File: config.mk
export PLATFORM = sky130hd
export DESIGN_NAME = ex_branch_stage_flat
export DESIGN_NICKNAME = d
export VERILOG_FILES = /design/src/rtl/ex_branch_stage_if.sv /design/src/rtl/ex_branch_stage.sv /design/src/flat_wrapper.sv
export SDC_FILE = /design/constraint.sdc
export NUM_CORES = 1
export LEC_CHECK = 0
export ABC_AREA = 0
export BUFFER_PORTS_ARGS = -buffer_cell sky130_fd_sc_hd__buf_4
export CORE_ASPECT_RATIO = 1.75
export CORE_MARGIN = 3
export CORE_UTILIZATION = 40
export CTS_CLUSTER_DIAMETER = 200
export DETAILED_ROUTE_END_ITERATION = 12
export PLACE_DENSITY_LB_ADDON = 0.2
export SLEW_MARGIN = 20
export SYNTH_ARGS = -nofsm -noshare
export SYNTH_HDL_FRONTEND = slang
export SYNTH_SLANG_ARGS = --single-unit
export TNS_END_PERCENT = 10
File: constraint.sdc
create_clock -name clk -period 3.5 [get_ports clk]
set_input_delay 0.35 -clock clk [delete_from_list [all_inputs] [get_ports clk]]
set_output_delay 0.35 -clock clk [all_outputs]
set_load 0.02 [all_outputs]
File: src/rtl/ex_branch_stage_if.sv
// ID->EX instruction bus, EX<->ALU pins, EX/MEM register outputs and IF redirect.
// Pure wiring bundle; no latency of its own.
// Handshakes are valid/ready on the ID and MEM sides; redirect is a one-cycle pulse.
interface ex_branch_stage_if #(
  parameter int DATA_WIDTH = 32,
  parameter int RA_W       = 5
);
  // ID -> EX
  logic                  in_valid;
  logic                  in_ready;
  logic                  in_epoch;
  logic [DATA_WIDTH-1:0] in_pc;
  logic [DATA_WIDTH-1:0] in_rs1;
  logic [DATA_WIDTH-1:0] in_rs2;
  logic [DATA_WIDTH-1:0] in_imm;
  logic                  in_a_sel;
  logic                  in_b_sel;
  logic [3:0]            in_ctl;
  logic [2:0]            in_br;
  logic                  in_jalr;
  logic [RA_W-1:0]       in_rd;
  logic                  in_wen;
  // EX <-> ALU
  logic [DATA_WIDTH-1:0] alu_a;
  logic [DATA_WIDTH-1:0] alu_b;
  logic [3:0]            alu_ctl;
  logic [DATA_WIDTH-1:0] alu_res;
  logic                  alu_eq;
  logic                  alu_lt;
  logic                  alu_ltu;
  // EX/MEM register
  logic                  out_valid;
  logic                  out_ready;
  logic [DATA_WIDTH-1:0] out_res;
  logic [RA_W-1:0]       out_rd;
  logic                  out_wen;
  logic                  out_misalign;
  // redirect to IF, kill from later stage
  logic                  redirect_valid;
  logic [DATA_WIDTH-1:0] redirect_pc;
  logic                  flush;

  // Environment side: ID, ALU, MEM and the flush source.
  modport master (
    output in_valid, in_epoch, in_pc, in_rs1, in_rs2, in_imm, in_a_sel, in_b_sel,
           in_ctl, in_br, in_jalr, in_rd, in_wen,
           alu_res, alu_eq, alu_lt, alu_ltu, out_ready, flush,
    input  in_ready, alu_a, alu_b, alu_ctl,
           out_valid, out_res, out_rd, out_wen, out_misalign,
           redirect_valid, redirect_pc
  );

  // Execute-stage side.
  modport slave (
    input  in_valid, in_epoch, in_pc, in_rs1, in_rs2, in_imm, in_a_sel, in_b_sel,
           in_ctl, in_br, in_jalr, in_rd, in_wen,
           alu_res, alu_eq, alu_lt, alu_ltu, out_ready, flush,
    output in_ready, alu_a, alu_b, alu_ctl,
           out_valid, out_res, out_rd, out_wen, out_misalign,
           redirect_valid, redirect_pc
  );
endinterface

File: src/rtl/ex_branch_stage.sv
// Execute stage: drives the ALU, resolves branches/jumps, loads the EX/MEM register.
// Latency 1 cycle from accepted instruction to out_valid / redirect pulse.
// Stalls ID (in_ready=0) while the output is held; stale-epoch instructions are always consumed.
module ex_branch_stage #(
  parameter int DATA_WIDTH = 32,
  parameter int RA_W       = 5
) (
  input logic             clk,
  input logic             rst_n,
  ex_branch_stage_if.slave bus
);

  localparam logic [DATA_WIDTH-1:0] FOUR    = DATA_WIDTH'(4);
  localparam logic [DATA_WIDTH-1:0] LSB_CLR = ~DATA_WIDTH'(1);

  logic                  epoch;
  logic                  stale;
  logic                  fire;
  logic                  taken;
  logic                  is_jump;
  logic                  is_branch;
  logic [DATA_WIDTH-1:0] target;
  logic [DATA_WIDTH-1:0] link;

  // Operand muxing straight from the decoded instruction.
  assign bus.alu_a   = bus.in_a_sel ? bus.in_pc  : bus.in_rs1;
  assign bus.alu_b   = bus.in_b_sel ? bus.in_imm : bus.in_rs2;
  assign bus.alu_ctl = bus.in_ctl;

  // Wrong-path instructions carry the old epoch; they are swallowed even under back-pressure.
  assign stale        = bus.in_epoch != epoch;
  assign bus.in_ready = stale | ~bus.out_valid | bus.out_ready;
  assign fire         = bus.in_valid & bus.in_ready & ~stale & ~bus.flush;

  assign is_jump   = bus.in_br == 3'd7;
  assign is_branch = (bus.in_br != 3'd0) & ~is_jump;

  // jalr target comes from the ALU (rs1+imm); everything else uses the local pc+imm adder.
  assign target = (is_jump & bus.in_jalr) ? (bus.alu_res & LSB_CLR) : (bus.in_pc + bus.in_imm);
  assign link   = bus.in_pc + FOUR;

  // Branch condition from the ALU compare flags.
  always_comb begin
    taken = 1'b0;
    case (bus.in_br)
      3'd1:    taken = bus.alu_eq;
      3'd2:    taken = ~bus.alu_eq;
      3'd3:    taken = bus.alu_lt;
      3'd4:    taken = ~bus.alu_lt;
      3'd5:    taken = bus.alu_ltu;
      3'd6:    taken = ~bus.alu_ltu;
      3'd7:    taken = 1'b1;
      default: taken = 1'b0;
    endcase
  end

  // EX/MEM register, redirect pulse and epoch; flush overrides everything.
  always_ff @(posedge clk or negedge rst_n) begin
    if (!rst_n) begin
      bus.out_valid      <= 1'b0;
      bus.out_res        <= '0;
      bus.out_rd         <= '0;
      bus.out_wen        <= 1'b0;
      bus.out_misalign   <= 1'b0;
      bus.redirect_valid <= 1'b0;
      bus.redirect_pc    <= '0;
      epoch              <= 1'b0;
    end else if (bus.flush) begin
      bus.out_valid      <= 1'b0;
      bus.redirect_valid <= 1'b0;
    end else begin
      bus.redirect_valid <= 1'b0;
      if (fire) begin
        bus.out_valid    <= 1'b1;
        bus.out_rd       <= bus.in_rd;
        bus.out_wen      <= bus.in_wen & ~is_branch;
        bus.out_res      <= is_jump ? link : bus.alu_res;
        bus.out_misalign <= taken & target[1];
        if (taken) begin
          bus.redirect_valid <= 1'b1;
          bus.redirect_pc    <= target;
          epoch              <= ~epoch;
        end
      end else if (bus.out_valid & bus.out_ready) begin
        bus.out_valid <= 1'b0;
      end
    end
  end

endmodule

File: src/flat_wrapper.sv
// flat-port wrapper written by rule: the top's interface ports become plain ports
module ex_branch_stage_flat 
#(
  parameter int DATA_WIDTH = 32,
  parameter int RA_W       = 5
)
  (clk, rst_n, bus_in_valid, bus_in_epoch, bus_in_pc, bus_in_rs1, bus_in_rs2, bus_in_imm, bus_in_a_sel, bus_in_b_sel, bus_in_ctl, bus_in_br, bus_in_jalr, bus_in_rd, bus_in_wen, bus_alu_res, bus_alu_eq, bus_alu_lt, bus_alu_ltu, bus_out_ready, bus_flush, bus_in_ready, bus_alu_a, bus_alu_b, bus_alu_ctl, bus_out_valid, bus_out_res, bus_out_rd, bus_out_wen, bus_out_misalign, bus_redirect_valid, bus_redirect_pc);
  ex_branch_stage_if #(.DATA_WIDTH(DATA_WIDTH), .RA_W(RA_W)) bus_i ();
  input logic clk;
  input logic rst_n;
  input wire logic [$bits(bus_i.in_valid)-1:0] bus_in_valid;
  input wire logic [$bits(bus_i.in_epoch)-1:0] bus_in_epoch;
  input wire logic [$bits(bus_i.in_pc)-1:0] bus_in_pc;
  input wire logic [$bits(bus_i.in_rs1)-1:0] bus_in_rs1;
  input wire logic [$bits(bus_i.in_rs2)-1:0] bus_in_rs2;
  input wire logic [$bits(bus_i.in_imm)-1:0] bus_in_imm;
  input wire logic [$bits(bus_i.in_a_sel)-1:0] bus_in_a_sel;
  input wire logic [$bits(bus_i.in_b_sel)-1:0] bus_in_b_sel;
  input wire logic [$bits(bus_i.in_ctl)-1:0] bus_in_ctl;
  input wire logic [$bits(bus_i.in_br)-1:0] bus_in_br;
  input wire logic [$bits(bus_i.in_jalr)-1:0] bus_in_jalr;
  input wire logic [$bits(bus_i.in_rd)-1:0] bus_in_rd;
  input wire logic [$bits(bus_i.in_wen)-1:0] bus_in_wen;
  input wire logic [$bits(bus_i.alu_res)-1:0] bus_alu_res;
  input wire logic [$bits(bus_i.alu_eq)-1:0] bus_alu_eq;
  input wire logic [$bits(bus_i.alu_lt)-1:0] bus_alu_lt;
  input wire logic [$bits(bus_i.alu_ltu)-1:0] bus_alu_ltu;
  input wire logic [$bits(bus_i.out_ready)-1:0] bus_out_ready;
  input wire logic [$bits(bus_i.flush)-1:0] bus_flush;
  output wire logic [$bits(bus_i.in_ready)-1:0] bus_in_ready;
  output wire logic [$bits(bus_i.alu_a)-1:0] bus_alu_a;
  output wire logic [$bits(bus_i.alu_b)-1:0] bus_alu_b;
  output wire logic [$bits(bus_i.alu_ctl)-1:0] bus_alu_ctl;
  output wire logic [$bits(bus_i.out_valid)-1:0] bus_out_valid;
  output wire logic [$bits(bus_i.out_res)-1:0] bus_out_res;
  output wire logic [$bits(bus_i.out_rd)-1:0] bus_out_rd;
  output wire logic [$bits(bus_i.out_wen)-1:0] bus_out_wen;
  output wire logic [$bits(bus_i.out_misalign)-1:0] bus_out_misalign;
  output wire logic [$bits(bus_i.redirect_valid)-1:0] bus_redirect_valid;
  output wire logic [$bits(bus_i.redirect_pc)-1:0] bus_redirect_pc;
  assign bus_i.in_valid = bus_in_valid;
  assign bus_i.in_epoch = bus_in_epoch;
  assign bus_i.in_pc = bus_in_pc;
  assign bus_i.in_rs1 = bus_in_rs1;
  assign bus_i.in_rs2 = bus_in_rs2;
  assign bus_i.in_imm = bus_in_imm;
  assign bus_i.in_a_sel = bus_in_a_sel;
  assign bus_i.in_b_sel = bus_in_b_sel;
  assign bus_i.in_ctl = bus_in_ctl;
  assign bus_i.in_br = bus_in_br;
  assign bus_i.in_jalr = bus_in_jalr;
  assign bus_i.in_rd = bus_in_rd;
  assign bus_i.in_wen = bus_in_wen;
  assign bus_i.alu_res = bus_alu_res;
  assign bus_i.alu_eq = bus_alu_eq;
  assign bus_i.alu_lt = bus_alu_lt;
  assign bus_i.alu_ltu = bus_alu_ltu;
  assign bus_i.out_ready = bus_out_ready;
  assign bus_i.flush = bus_flush;
  assign bus_in_ready = bus_i.in_ready;
  assign bus_alu_a = bus_i.alu_a;
  assign bus_alu_b = bus_i.alu_b;
  assign bus_alu_ctl = bus_i.alu_ctl;
  assign bus_out_valid = bus_i.out_valid;
  assign bus_out_res = bus_i.out_res;
  assign bus_out_rd = bus_i.out_rd;
  assign bus_out_wen = bus_i.out_wen;
  assign bus_out_misalign = bus_i.out_misalign;
  assign bus_redirect_valid = bus_i.redirect_valid;
  assign bus_redirect_pc = bus_i.redirect_pc;
  ex_branch_stage #(.DATA_WIDTH(DATA_WIDTH), .RA_W(RA_W)) u_core (.clk(clk), .rst_n(rst_n), .bus(bus_i));
endmodule
==> results of run 1 <==
-- worst max-delay path, stage by stage --
cell and delay, ps:
buf_4 110, ha_1 240, fa_1 430, a21o_1 220, a31o_4 280, nand4_1 100
nand3_1 130, a31oi_1 350, nor3_1 110, a211oi_1 270, xor2_1 100, a221oi_1 260
-- area by class of cell --
cell class / instances / area (um2) / share of cell area [%]
Clock buffer: 12 / 246.5 / 2.755
Timing Repair Buffer: 324 / 2432 / 27.19
Inverter: 9 / 33.78 / 0.3776
Tap cell: 183 / 229.0 / 2.559
Multi-Input combinational cell: 612 / 4113 / 45.97
Sequential cell: 74 / 1852 / 20.70
Clock inverter: 3 / 40.04 / 0.4476
-- report_power, final --
part	switching (mW)	internal [mW]	leakage, nW	total (mW)
Combinational	1.45	1.12	3.30	2.57
Sequential	0.228	1.27	0.916	1.49
Clock	0.339	0.565	0.142	0.904
-- routing by layer --
layer,wire length [um],global-route usage (%),vias up,part of all wire (%)
met5,0,0,-,0
met4,753,10.09,0,3.4
met3,1506,3.445,37,6.7
met2,11640,45.62,268,52
met1,8495,29.59,3091,38
li1,-,-,3236,-
-- flip-flops by register name, summed over array words and instances, names as in the netlist --
signal	count
u_core.bus.redirect_pc	32
u_core.bus.out_valid	1
u_core.bus.out_misalign	1
u_core.bus.out_wen	1
u_core.bus.out_rd	5
u_core.epoch	1
u_core.bus.out_res	32
u_core.bus.redirect_valid	1
-- per-stage QoR --
stage / power (mW) / hold slack (ps) / setup slack [ps] / utilization [%] / instances
floorplan: 2.856 / 54.41 / 868.4 / - / 741
global placement: 4.051 / 462.1 / 479.6 / 57.79 / 1202
detailed placement: 4.095 / 468.1 / 391.9 / 57.79 / 1202
CTS: 5.008 / 207.6 / 737.2 / 59.70 / 1217
global route: 5.283 / 228.2 / 669.9 / 59.70 / 1217
finish: 4.965 / 147.3 / 769.9 / 59.70 / 1217
-- final timing paths --
kind	from	to	slack, ps	cells past startpoint
setup / recovery	bus_in_imm[0]	u_core.bus.redirect_pc[28]	770	12
hold / removal	rst_n	u_core.bus.out_rd[0]	150	1
setup reg to reg	u_core.epoch	u_core.bus.redirect_pc[30]	950	7
hold reg to reg	u_core.bus.redirect_pc[25]	u_core.bus.redirect_pc[25]	480	2
max in group asynchronous	rst_n	u_core.bus.out_res[1]	2700	1
min in group clk	bus_flush	u_core.bus.out_valid	230	2
-- placed cells by master, fill, tap and decap left out, types with 15 or more instances in the layout --
master   Yosys  final
dfrtp_1     74     74
o21ai_0     71     71
xnor2_1     21     21
nand2_1     91     91
buf_4        4    324
a21oi_1     75     75
a21o_1      15     15
xor2_1      31     31
ha_1        32     32
nor2_1      54     54
mux2_2      70     70
nand3_1     40     39
nor3_1      16     16
-- cells by family (layout without fill, tap and decap cells) --
kind of cell / count (synthesis) / after routing / synth area share (%)
DFF: 74 / 74 / 29.95
and+or+nand+nor: 246 / 246 / 18.15
muxes: 80 / 80 / 14.37
buffers and inverters: 55 / 348 / 3.623
AOI/OAI and AO/OA: 201 / 201 / 19.73
adders and majority gates: 33 / 33 / 6.800
xor gates and xnor gates: 52 / 52 / 7.367
==> reports/qor.txt, run 1 <==
Status: finished, final reports clean
Cts bufs inserted: 9
Hold_buf cts: 0
Critical path required time: 3720 ps
Effective utilization at floorplan: 41.25%
Die X: 99.98 um
Core box area: 0.01499 mm2
Via Count: 6,632
DRT antenna net count: 0
Final GP Congestion: 0.9339
Synth Net Count: 959
FFs w/ async S/R, synth: 100.0%
Synth Instances: 741
Clock sinks: 74
CTS tree: yes
Hold crit path type: primary input to asynchronous set/reset pin
Synth top cells by count: 91 x nand2_1, 75 x a21oi_1, 74 x dfrtp_1
Num rows: 59
I/O Pins: 327
P&R area growth vs syn: 44.71%
Cts repair resizes: 0
Yosys top cell area share: 29.95%
H-tree levels: 3
Initial antenna violation count: 0
Design area: 0.008946 mm2
Final HPWL from detailed placement: 17.98 mm
Sequential share of the synthesized area: 29.95%
Clock buffer depth: 2
Leakage: 4.362 nW
Rel. slew slack: 36.05%
Max-slew violation count: 0
Maximum number of pins on one net before global-route repair: 75
Worst Setup Start Kind: primary input
Top post-synthesis cells by area: dfrtp_1 30%, mux2_2 13%, ha_1 6.5%, a21oi_1 6.1%, o21ai_0 5.7%
Actual slew at the worst max-slew pin: 959.2 ps
Clock-pin transition on the worst setup and hold timing paths: 60 ps
Gr ovfl total: 0
WL/cell: 18.40 um
Critical path type: primary input to flip-flop
RSZ-0062 raised after global routing: no
Setup-failing EPs final: 0
Syn avg cell area: 8.343 um2
Post-synth top area cell: dfrtp_1
DIE HEIGHT: 170.5 um
Post-Route WL: 22.39 mm
Die area: 0.01704 mm2
Max-Cap Viols: 0
PD cells: 555.0 mW/mm2
DRC Markers: 0
Number of vias per cell: 5.449
Final min period: 2730 ps
Yosys cell types: 57
Worst-skew pair later-pin latency: 330 ps
GRT Overall Usage: 25.21%
Count leader, synth: nand2_1
Post-Syn Area: 0.006182 mm2
Post-CTS Setup Bufs: 0
Main synth FF type: dfrtp_1
Layout cells sized above 1: 40.62%
Worst ir drop on vdd: 0.2703 mV
Vias in the first global route: 6,591
Worst Path Max Fanout: 5
IO buf count: 318
Highest clock rate: 366.3 MHz
Crit end category: flip-flop
Diode count: 0
Total Nets Final: 1,248
Arrival time worst endpoint: 2950 ps
Flops & latches, synth: 74
Synth warnings: 0
Number of fill cells: 1,405
Clock skew: 6.179 ps
Root Driver: clkbuf_16
Fin crit share: 78.00%
First-pass GRT wire length: 33.98 mm
Post-synth EDFFs: 0
Setup_tns: 0 ps
Number of detailed-route iterations in the first pass: 6
Starting DRT DRC Count: 384
Fin. Hold Viols: 0
DP Area: 0.008660 mm2
No activity file was read; power rests on OpenSTA's default activity.
==> inputs of run 2 (changes only) <==
Settings changed: ABC_AREA 0 to 1.
Clock period 3.5 ns to 2.49 ns, I/O delays scaled along.
==> reports/qor.txt, run 2 <==
Status: finished, final reports clean
Post-synth EDFFs: 0
Maximum number of pins on one net before global-route repair: 61
Main synth FF type: dfrtp_1
Crit end category: flip-flop
Clock buffer depth: 2
FFs w/ async S/R, synth: 100.0%
Actual slew at the worst max-slew pin: 565.8 ps
First-pass GRT wire length: 45.86 mm
Pre-CTS setup slack: 241.1 ps
Number of detailed-route iterations in the first pass: 5
Cts bufs inserted: 9
Clock sinks: 74
Yosys cell types: 40
Via Count: 8,886
Starting DRT DRC Count: 599
DRT antenna net count: 0
Biggest regs: u_core.bus.out_res x32, u_core.bus.redirect_pc x32, u_core.bus.out_rd x5
Power Total: 7.278 mW
Total Nets Final: 1,725
Post-CTS Setup Bufs: 0
P&R area growth vs syn: 39.54%
Num rows: 65
Synth warnings: 0
Fin crit share: 78.75%
Commonest non-fill, non-tap cell in the layout: nand2_1
PD cells: 709.8 mW/mm2
I/O Pins: 327
Sequential share of the synthesized area: 25.20%
Worst Path Max Fanout: 4
Rel. slew slack: 62.28%
H-tree levels: 3
Max-slew violation count: 0
Max-Cap Viols: 0
Clock-pin transition on the worst setup and hold timing paths: 60 ps
Highest clock rate: 509.9 MHz
Synth top cells by count: 418 x nand2_1, 162 x inv_1, 129 x nor2_1
Die area: 0.02010 mm2
WL/cell: 17.31 um
Synth Net Count: 1,422
Gr ovfl total: 0
Setup-failing EPs final: 0
Worst Setup Start Kind: primary input
Fin. Hold Viols: 0
Final GP Congestion: 1.027
Post-synth top area cell: dfrtp_1
Initial antenna violation count: 0
Critical path type: primary input to flip-flop
Hold crit path type: primary input to flip-flop
Final min period: 1961 ps
Count leader, synth: nand2_1
Yosys top cell area share: 25.20%
Setup_tns: 0 ps
Layout cells sized above 1: 25.88%
Core box area: 0.01805 mm2
Final WS setup: 529.0 ps
Vias in the first global route: 8,481
GRT Overall Usage: 29.46%
Worst-skew pair later-pin latency: 330 ps
Synth Instances: 1,204
Clock skew: 6.209 ps
Top post-synthesis cells by area: dfrtp_1 25%, nand2_1 21%, inv_1 8.3%, a21oi_1 7.9%, nor2_1 6.6%
Syn avg cell area: 6.103 um2
DIE HEIGHT: 185.3 um
DRC Markers: 0
CTS tree: yes
Cts repair resizes: 0
Number of fill cells: 1,896
Arrival time worst endpoint: 2180 ps
Final HPWL from detailed placement: 25.26 mm
Number of vias per cell: 5.092
Diode count: 0
Worst ir drop on vdd: 0.5409 mV
Critical path required time: 2710 ps
Root Driver: clkbuf_16
Die X: 108.5 um
Flops & latches, synth: 74
IO buf count: 318
Effective utilization at floorplan: 40.70%
Post-Syn Area: 0.007348 mm2
Most frequent cells in the layout: 416 x nand2_1, 331 x buf_4, 162 x inv_1
Post-Route WL: 30.21 mm
Leakage: 5.881 nW
RSZ-0062 raised after global routing: no
-- run 2: layer usage --
layer	part of all wire, %	global-route usage [%]	routed length, um	vias to the layer above
met3	6.6	2.407	2006	59
met2	51	52.34	15540	375
met5	0	0	0	-
met1	39	36.99	11700	4042
met4	3.2	10.26	970	0
li1	-	-	-	4410
-- run 2: worst paths after layout --
kind,startpoint,endpoint,slack [ps],cells past startpoint
min reg2reg,u_core.bus.out_res[21],u_core.bus.out_res[21],480,2
max reg2reg,u_core.bus.out_valid,u_core.bus.redirect_pc[25],710,10
max in group asynchronous,rst_n,u_core.bus.redirect_pc[2],1400,3
min in group asynchronous,rst_n,u_core.bus.out_res[6],430,2
min,bus_flush,u_core.bus.out_valid,110,2
max,bus_in_imm[0],u_core.bus.redirect_pc[24],530,15
-- run 2: what timing repair did --
action                                  4_1_cts  5_1_grt
hold buffers                                  1        0
endpoints found under the hold margin        40        0
endpoints found under the setup margin        0        0
-- run 2: worst max-delay path, stage by stage --
cell	delay, ps
buf_4	120
ha_1	270
fa_1	440
nand3_1	110
nand3_1	150
nand2_1	100
nand2_1	100
nand2_1	90
nand2_1	80
nand2_1	120
nand2_1	60
nand2_1	50
nand3_1	100
nand2_1	90
nand2_1	40
-- run 2: per-stage QoR --
step           utilization, %  instance area [um2]  hold WS, ps  instances
2_1_floorplan               -                 7348       -46.59       1204
3_3_place_gp            55.11                 9950        264.3       1729
3_5_place_dp            55.11                 9950        263.3       1729
4_1_cts                 56.79                10250        108.0       1745
5_1_grt                 56.79                10250        120.0       1745
6_report                56.79                10250        110.2       1745
-- run 2: area by class of cell --
class | instances | area [um2] | area share (%)
multi-input combinational | 917 | 4668 | 45.53
timing repair buffer | 332 | 2495 | 24.33
sequential | 74 | 1852 | 18.06
inverter | 173 | 651.9 | 6.358
tap | 234 | 292.8 | 2.855
clock buffer | 10 | 239.0 | 2.331
clock inverter | 5 | 55.05 | 0.5369
-- run 2: logic make-up after synthesis --
kind of cell             count (synthesis)  synth area share, %
XOR/XNOR                                21                2.503
AND/OR/NAND/NOR                        663                37.89
buffers and inverters                  213                11.34
flip-flops                              74                25.20
adder cells (fa/ha/maj)                 33                5.721
multiplexers                            36                5.517
AO/OA/AOI/OAI                          164                11.83
-- run 2: where the power goes --
| group | leakage, nW | internal [mW] | switching (mW) |
|---|---|---|---|
| registers | 0.896 | 1.78 | 0.349 |
| logic | 4.84 | 1.58 | 2.28 |
| clock network | 0.140 | 0.793 | 0.494 |
| total | 5.88 | 4.15 | 3.12 |
==> inputs of run 3 (changes only) <==
Clock period 2.49 ns to 1.98 ns, I/O delays scaled along.
==> reports/qor.txt, run 3 (synthesis gave the netlist of run 2 again) <==
Layout cells sized above 1: 28.71%
RSZ-0062 raised after global routing: no
Final Non-Filler Cells: 1,805
Worst ir drop on vdd: 0.9215 mV
Hold Slack: 56.11 ps
Die X: 108.5 um
Metal-1 WL: 12.32 mm
Max-slew violation count: 0
Actual slew at the worst max-slew pin: 503.4 ps
Arrival time worst endpoint: 1910 ps
Clock-pin transition on the worst setup and hold timing paths: 60 ps
Hold_buf cts: 1
Highest clock rate: 593.2 MHz
Leakage: 6.211 nW
Maximum number of pins on one net before global-route repair: 51
Post-CTS Setup Bufs: 0
Most frequent cells in the layout: 416 x nand2_1, 387 x buf_4, 162 x inv_1
WL/cell: 17.04 um
Total Nets Final: 1,784
Placed Cells: 1,788
Cts bufs inserted: 9
Pre-CTS setup slack: -37.02 ps
Final min period: 1686 ps
Diode count: 0
Initial antenna violation count: 0
Fin. Hold Viols: 0
Number of vias per cell: 5.007
Clock buffer depth: 2
Rel. slew slack: 66.39%
Final WS setup: 294.3 ps
IO buf count: 318
H-tree levels: 3
P&R area growth vs syn: 46.88%
Met3 routed wirelength: 1.791 mm
GRT Overall Usage: 29.53%
Hold crit path type: primary input to flip-flop
CTS tree: yes
Worst Setup Start Kind: primary input
Effective utilization at floorplan: 40.70%
Clock skew: 3.251 ps
Starting DRT DRC Count: 547
DIE HEIGHT: 185.3 um
Clock sinks: 74
Vias in the first global route: 8,635
Critical path type: primary input to flip-flop
DRT antenna net count: 0
Crit end category: flip-flop
Gr ovfl total: 0
Number of detailed-route iterations in the first pass: 5
Worst-skew pair later-pin latency: 330 ps
Post-Route WL: 30.76 mm
First-pass GRT wire length: 45.99 mm
Met2 Wirelength: 15.84 mm
Status: finished, final reports clean
Final GP Congestion: 0.9874
Setup-failing EPs final: 0
PD cells: 886.5 mW/mm2
Cts repair resizes: 0
DRC Markers: 0
Via Count: 9,037
I/O Pins: 327
Final HPWL from detailed placement: 25.90 mm
Die area: 0.02010 mm2
Fin crit share: 85.14%
Max-Cap Viols: 0
Biggest regs: u_core.bus.out_res x32, u_core.bus.redirect_pc x32, u_core.bus.out_rd x5
Num rows: 65
Root Driver: clkbuf_16
Worst Path Max Fanout: 4
Uppermost layer routed: met4
Critical path required time: 2200 ps
Core box area: 0.01805 mm2
Commonest non-fill, non-tap cell in the layout: nand2_1
-- run 3: changes by cell type in the layout (fill, tap and decap cells not counted), sizes merged --
| cell | change |
|---|---|
| bufinv | +2 |
| buf | +59 |
| clkinv | -1 |
-- run 3: per-stage QoR --
stage | cell area [um2] | utilization, % | setup TNS [ps] | total power [mW]
floorplan | 7348 | - | 0 | 5.240
global placement | 10430 | 57.77 | -174.2 | 7.636
detailed placement | 10430 | 57.77 | -120.2 | 7.692
CTS | 10790 | 59.78 | 0 | 9.610
global route | 10790 | 59.78 | 0 | 10.14
finish | 10790 | 59.78 | 0 | 9.568
-- run 3: worst paths after layout --
path	start	endpoint	slack [ps]	cells after the start
worst max-delay path	bus_in_imm[6]	u_core.bus.redirect_pc[31]	290	14
worst min-delay path	bus_flush	u_core.bus.out_valid	60	2
worst max register to register	u_core.bus.out_valid	u_core.bus.redirect_pc[12]	340	9
worst min register to register	u_core.bus.out_rd[2]	u_core.bus.out_rd[2]	480	2
max in group asynchronous	rst_n	u_core.bus.out_res[30]	1090	3
min in group asynchronous	rst_n	u_core.bus.out_rd[2]	300	2
-- run 3: final cells by class --
class | count | area, um2
inverters | 173 | 651.9
well taps | 234 | 292.8
flip-flops and latches | 74 | 1852
multi-input cells | 917 | 4668
repair buffers | 391 | 2975
clock buffers | 10 | 239.0
fillers | 1866 | 7262
clock inverters | 6 | 113.9
-- run 3: worst max-delay path: stages --
cell	delay (ps)
buf_4	120
ha_1	330
nand2_1	160
inv_1	70
a21oi_1	200
nand2_1	120
nand2_1	80
nand2_1	120
nand2_1	140
nand2_1	60
nand2_1	60
nand3_1	110
nand2_1	90
nand2_1	50
-- run 3: power by group --
group	internal, mW	switching, mW	total, mW	leakage (nW)
Sequential	2.24	0.437	2.68	0.896
Clock	1.27	0.624	1.89	0.165
Combinational	2.10	2.89	5.00	5.15
Total	5.61	3.96	9.57	6.21
-- run 3: metal layers --
layer | global-route usage (%) | vias to the layer above
met3 | 1.988 | 46
met1 | 36.92 | 4079
li1 | - | 4533
met5 | 0 | -
met2 | 53.63 | 379
met4 | 8.898 | 0
